===== config.mk =====
export PLATFORM = sky130hd
export DESIGN_NAME = serial_subtractor_flat
export DESIGN_NICKNAME = d
export VERILOG_FILES = /design/src/rtl/sub_pkg.sv /design/src/rtl/serial_subtractor_if.sv /design/src/rtl/serial_subtractor_fs.sv /design/src/rtl/serial_subtractor.sv /design/src/flat_wrapper.sv
export SDC_FILE = /design/constraint.sdc
export NUM_CORES = 1
export LEC_CHECK = 0
export ABC_CLOCK_PERIOD_IN_PS = 4000
export CORE_UTILIZATION = 49
export DETAILED_ROUTE_END_ITERATION = 7
export GPL_TIMING_DRIVEN = 0
export PLACE_DENSITY_LB_ADDON = 0.08
export SLEW_MARGIN = 40
export SYNTH_ARGS = -nofsm -noshare
export SYNTH_HDL_FRONTEND = slang
export SYNTH_HIERARCHICAL = 1
export SYNTH_SLANG_ARGS = --single-unit

===== constraint.sdc =====
create_clock -name clk -period 4 [get_ports clk]
set_input_delay 1.2 -clock clk [delete_from_list [all_inputs] [get_ports clk]]
set_output_delay 1.2 -clock clk [all_outputs]
set_load 0.05 [all_outputs]

===== src/rtl/sub_pkg.sv =====
// Shared definitions for the bit-serial subtractor: FSM states and default width.
package sub_pkg;

    localparam int DEFAULT_WIDTH = 8;

    typedef enum logic [1:0] {
        IDLE,
        SHIFT,
        DONE
    } state_e;

endpackage


===== src/rtl/serial_subtractor_if.sv =====
// Operand/result handshake bundle: producer side (master) and subtractor side (slave).
interface serial_subtractor_if
    import sub_pkg::*;
#(
    parameter int WIDTH = DEFAULT_WIDTH
);

    logic             in_valid;
    logic             in_ready;
    logic [WIDTH-1:0] a;
    logic [WIDTH-1:0] b;
    logic             bin;
    logic             out_valid;
    logic             out_ready;
    logic [WIDTH-1:0] diff;
    logic             bout;
    logic             ovf;

    modport master (
        output in_valid, a, b, bin, out_ready,
        input  in_ready, out_valid, diff, bout, ovf
    );

    modport slave (
        input  in_valid, a, b, bin, out_ready,
        output in_ready, out_valid, diff, bout, ovf
    );

endinterface


===== src/rtl/serial_subtractor_fs.sv =====
// One-bit subtractor cells: a half subtractor and a full subtractor built from two of them.
module half_subtractor (
    input  logic a,
    input  logic b,
    output logic diff,
    output logic bout
);

    assign diff = a ^ b;
    assign bout = ~a & b;

endmodule

module full_subtractor (
    input  logic a,
    input  logic b,
    input  logic bin,
    output logic diff,
    output logic bout
);

    logic d1;
    logic b1;
    logic b2;

    half_subtractor u_hs0 (.a(a),  .b(b),   .diff(d1),   .bout(b1));
    half_subtractor u_hs1 (.a(d1), .b(bin), .diff(diff), .bout(b2));

    // The two stage borrows are never both set, so OR equals the sum.
    assign bout = b1 | b2;

endmodule


===== src/rtl/serial_subtractor.sv =====
// LSB-first serial a - b - bin: one full-subtractor cell, a borrow flop and a bit counter.
module serial_subtractor
    import sub_pkg::*;
#(
    parameter int WIDTH = DEFAULT_WIDTH
) (
    input logic                clk,
    input logic                rst,
    serial_subtractor_if.slave bus
);

    localparam int            CW       = $clog2(WIDTH);
    localparam logic [CW-1:0] LAST_CNT = CW'(WIDTH - 1);

    state_e           state_q, state_d;
    logic [WIDTH-1:0] ra_q, ra_d;
    logic [WIDTH-1:0] rb_q, rb_d;
    logic [WIDTH-1:0] rd_q, rd_d;
    logic [WIDTH-1:0] diff_q, diff_d;
    logic [CW-1:0]    cnt_q, cnt_d;
    logic             br_q, br_d;
    logic             bout_q, bout_d;
    logic             ovf_q, ovf_d;
    logic             a_msb_q, a_msb_d;
    logic             b_msb_q, b_msb_d;

    logic             cell_diff;
    logic             cell_bout;

    full_subtractor u_cell (
        .a   (ra_q[0]),
        .b   (rb_q[0]),
        .bin (br_q),
        .diff(cell_diff),
        .bout(cell_bout)
    );

    always_comb begin
        // NOTE: every signal gets its hold value first so no path through the case infers a latch.
        state_d = state_q;
        ra_d    = ra_q;
        rb_d    = rb_q;
        rd_d    = rd_q;
        diff_d  = diff_q;
        cnt_d   = cnt_q;
        br_d    = br_q;
        bout_d  = bout_q;
        ovf_d   = ovf_q;
        a_msb_d = a_msb_q;
        b_msb_d = b_msb_q;

        unique case (state_q)
            IDLE: begin
                if (bus.in_valid) begin
                    ra_d    = bus.a;
                    rb_d    = bus.b;
                    br_d    = bus.bin;
                    a_msb_d = bus.a[WIDTH-1];
                    b_msb_d = bus.b[WIDTH-1];
                    cnt_d   = '0;
                    state_d = SHIFT;
                end
            end
            SHIFT: begin
                ra_d  = ra_q >> 1;
                rb_d  = rb_q >> 1;
                rd_d  = {cell_diff, rd_q[WIDTH-1:1]};
                br_d  = cell_borrow_next();
                cnt_d = cnt_q + 1'b1;
                if (cnt_q == LAST_CNT) begin
                    // Results move to the output registers only here, so they stay put while shifting.
                    diff_d  = {cell_diff, rd_q[WIDTH-1:1]};
                    bout_d  = cell_bout;
                    ovf_d   = (a_msb_q != b_msb_q) && (cell_diff != a_msb_q);
                    state_d = DONE;
                end
            end
            DONE: begin
                if (bus.out_ready) state_d = IDLE;
            end
            default: state_d = IDLE;
        endcase
    end

    function automatic logic cell_borrow_next();
        return cell_bout;
    endfunction

    // NOTE: sequential state uses non-blocking assignments so all registers update together.
    always_ff @(posedge clk or posedge rst) begin
        if (rst) begin
            state_q <= IDLE;
            ra_q    <= '0;
            rb_q    <= '0;
            rd_q    <= '0;
            diff_q  <= '0;
            cnt_q   <= '0;
            br_q    <= 1'b0;
            bout_q  <= 1'b0;
            ovf_q   <= 1'b0;
            a_msb_q <= 1'b0;
            b_msb_q <= 1'b0;
        end else begin
            state_q <= state_d;
            ra_q    <= ra_d;
            rb_q    <= rb_d;
            rd_q    <= rd_d;
            diff_q  <= diff_d;
            cnt_q   <= cnt_d;
            br_q    <= br_d;
            bout_q  <= bout_d;
            ovf_q   <= ovf_d;
            a_msb_q <= a_msb_d;
            b_msb_q <= b_msb_d;
        end
    end

    assign bus.in_ready  = (state_q == IDLE);
    assign bus.out_valid = (state_q == DONE);
    assign bus.diff      = diff_q;
    assign bus.bout      = bout_q;
    assign bus.ovf       = ovf_q;

endmodule


===== src/flat_wrapper.sv =====
// flat-port wrapper written by rule: the top's interface ports become plain ports
module serial_subtractor_flat import sub_pkg::*;
#(
    parameter int WIDTH = DEFAULT_WIDTH
)
  (clk, rst, bus_in_valid, bus_a, bus_b, bus_bin, bus_out_ready, bus_in_ready, bus_out_valid, bus_diff, bus_bout, bus_ovf);
  serial_subtractor_if #(.WIDTH(WIDTH)) bus_i ();
  input logic clk;
  input logic rst;
  input wire logic [$bits(bus_i.in_valid)-1:0] bus_in_valid;
  input wire logic [$bits(bus_i.a)-1:0] bus_a;
  input wire logic [$bits(bus_i.b)-1:0] bus_b;
  input wire logic [$bits(bus_i.bin)-1:0] bus_bin;
  input wire logic [$bits(bus_i.out_ready)-1:0] bus_out_ready;
  output wire logic [$bits(bus_i.in_ready)-1:0] bus_in_ready;
  output wire logic [$bits(bus_i.out_valid)-1:0] bus_out_valid;
  output wire logic [$bits(bus_i.diff)-1:0] bus_diff;
  output wire logic [$bits(bus_i.bout)-1:0] bus_bout;
  output wire logic [$bits(bus_i.ovf)-1:0] bus_ovf;
  assign bus_i.in_valid = bus_in_valid;
  assign bus_i.a = bus_a;
  assign bus_i.b = bus_b;
  assign bus_i.bin = bus_bin;
  assign bus_i.out_ready = bus_out_ready;
  assign bus_in_ready = bus_i.in_ready;
  assign bus_out_valid = bus_i.out_valid;
  assign bus_diff = bus_i.diff;
  assign bus_bout = bus_i.bout;
  assign bus_ovf = bus_i.ovf;
  serial_subtractor #(.WIDTH(WIDTH)) u_core (.clk(clk), .rst(rst), .bus(bus_i));
endmodule

==> results of run 1 <==
[per-stage QoR]
| step | setup slack [ps] | power (uW) |
|---|---|---|
| after floorplan | 1431 | 1276 |
| after global placement | 1069 | 1485 |
| after detailed placement | 1067 | 1527 |
| after CTS | 675.1 | 1736 |
| after global routing | 556.8 | 1844 |
| final | 693.9 | 1717 |
[layout make-up]
type / instances / area, sq um
fillers: 301 / 1165
flip-flops and latches: 41 / 1026
multi-input cells: 89 / 640.6
plain buffers: 9 / 48.80
inverters: 6 / 22.52
well taps: 46 / 57.56
clock buffers: 7 / 55.05
repair buffers: 33 / 347.8
[kinds of logic after synthesis]
family	after synthesis	synth area share, %
AO/OA/AOI/OAI	39	14.40
adder cells (fa/ha/maj)	4	2.880
buffers and inverters	15	4.103
flip-flops	41	59.04
AND/OR/NAND/NOR	27	7.273
multiplexers	19	12.31
[worst min path at each step]
stage | end | cells after the start | slack, ps | startpoint
floorplan | u_core/ra_q[0] | 2 | 450 | u_core/ra_q[0]
global placement | u_core/rb_q[6] | 2 | 460 | u_core/rb_q[6]
detailed placement | u_core/rb_q[5] | 2 | 470 | u_core/rb_q[5]
global route | u_core/rb_q[6] | 2 | 520 | u_core/rb_q[6]
finish | u_core/rb_q[5] | 2 | 500 | u_core/rb_q[5]
CTS | u_core/rb_q[5] | 2 | 500 | u_core/rb_q[5]
[layout by cell type (no fill, tap or decap)]
master            n
dfrtp_1          41
clkdlybuf4s50_1  32
mux2_2           19
o21ai_0          17
nand2_1          16
a22oi_1          15
buf_2             6
clkbuf_4          5
inv_1             5
a22o_1            4
ha_1              4
nor2b_1           3
nand2b_1          3
clkbuf_1          2
buf_4             2
nor2_1            2
a21oi_1           2
clkbuf_8          1
o21bai_1          1
nand3b_1          1
nor3b_1           1
inv_2             1
buf_16            1
or2_1             1
[registers in the layout (all words and copies together) (netlist names)]
register / count
u_core/bus.ovf: 1
u_core/state_q: 2
u_core/br_q: 1
u_core/rd_q: 7
u_core/bus.bout: 1
u_core/cnt_q: 3
u_core/bus.diff: 8
u_core/ra_q: 8
u_core/rb_q: 8
u_core/b_msb_q: 1
u_core/a_msb_q: 1
[synth_stat cells (all sizes together)]
| master | instances | share of area [%] |
|---|---|---|
| clkbuf | 1 | 0.22 |
| nor2 | 2 | 0.43 |
| a21oi | 2 | 0.58 |
| dfrtp | 41 | 59 |
| inv | 6 | 1.3 |
| buf | 8 | 2.6 |
| ha | 4 | 2.9 |
| o21ai | 17 | 4.9 |
| nand3b | 1 | 0.43 |
| nor2b | 3 | 1.1 |
| nand2b | 3 | 1.1 |
| mux2 | 19 | 12 |
| or2 | 1 | 0.36 |
| nor3b | 1 | 0.43 |
| o21bai | 1 | 0.43 |
| a22oi | 15 | 6.5 |
| a22o | 4 | 2.0 |
| nand2 | 16 | 3.5 |
[worst max-delay path: stages (launching register included)]
cell and delay [ps]:
dfrtp_1 410, buf_2 180, clkbuf_1 230, nor2_1 150
clkdlybuf4s50_1 810
[per-layer routing]
metal | track usage [%] | vias to the layer above
li1 | - | 592
met5 | 0 | -
met4 | 7.619 | 0
met1 | 23.56 | 624
met3 | 7.983 | 7
met2 | 34.41 | 25
[where the power goes]
part / switching (uW) / internal (uW)
Combinational: 452 / 359
Clock: 120 / 83.1
Sequential: 104 / 598
Total: 676 / 1040
==> run metrics, run 1 <==
clock sinks 41; Clock Skew 7.908 ps; r2r worst-path depth 5; Die Ht 61.56 microns; first-pass GRT wire length 5.388 mm; Core ar. roughly 3400 sq um; M1 WL about 1.5 mm; Crit. Startpoint u_core/state_q[1]; arrival time worst endpoint 2110 ps; Crit Path Max Fanout 10; met2 WL 1.687 mm; Finished Cell Area 2198 sq um; CP Capture Type output pin; DR iter-0 viols 59; reg-to-reg slack, setup 2270 ps; hold bufs inserted after CTS 0; vias in the first global route 1210; setup bufs post-CTS 0; H-tree depth 2; Critical Path Start Type register; antenna cells 0; vias 1248; RSZ-0062 raised after global routing false; crit path time final 3306 ps; num ports 33; Root Driver clkbuf_4; crit path to bus_in_ready; full die area 3789 sq um; TNS Setup 0 ps; Rel. slew slack 66.38%; status complete, no violations; synthesized cell area 1738 sq um; pin count of the biggest net entering global routing 23; utilization after layout roughly two thirds; initial antenna violation count 0; number of buffers added on ports 32; CTS tree done; Slew @ Worst Pin 502.7 ps; final setup violation count 0; hpwl dp approximately 2.5 mm; final WL ~3.4 mm; Starting Density roughly half; PD cells 781.0 nW/um^2; fmax around 300 MHz; Fin Hold WS between 400 and 500 ps; Yosys reg bits 41; Max Cap Viol 0; Syn Inst Count approximately 150; Worst EP required about 2800 ps; max-slew violations 0; deepest clock path buffer count 2; synth warn 6; Final period util 82.65%; sequential fraction of the synthesis area 59.04%; area grow syn2layout 26.49%; cts repair resizes 0; Worst Path Class, Setup register to output pin; share of layout cells above drive strength 1 18.92%; GP Congestion 0.8043; syn avg cell area 11.99 sq um; total global-route track usage just over 20%; RR Endpoint u_core/bus.diff[4]; clock-pin slew on the worst setup and hold paths 110 ps; final hold vios 0; Overflow after GRT 0; Top Metal Used met4; Post-route DRC 0; Cell Count, Final, Fillers Out roughly 230; nets@finish 210; Post-DP Area 2143 sq um; post-synthesis cell type count 19; DR pass1 iterations 4; reg-to-reg critical path startpoint u_core/cnt_q[0]; total CTS buffers 5; metal3 WL 161 microns; placed insts 224; post-route ant nets 0; Hold/Removal Path Class register to register; leakage 0.0009776 uW; num rows 21; Post-Syn Nets 170; clock latency on the worst-skew pair 340 ps; die width 61.56 microns; Worst IR Drop VDD about 490 uV; WL/cell 14.65 microns; Vias/cell 5.403
(Power assumes the default switching activity.)
==> run 2, diff against run 1 <==
- ABC_CLOCK_PERIOD_IN_PS: 4000 -> 3400
- clock period: 4 -> 3.4 ns (I/O delays scaled with it)
==> results of run 2 <==
The final DEF is identical to that of run 1. Status: complete, no violations.
Main changes from that run: setup slack after placement 1067 ps -> 647.4 ps; setup slack after layout 693.9 ps -> 273.9 ps; register-to-register setup slack 2270 ps -> 1670 ps; total power 1717 uW -> 2020 uW; worst IR drop on VDD 489.0 uV -> 575.3 uV
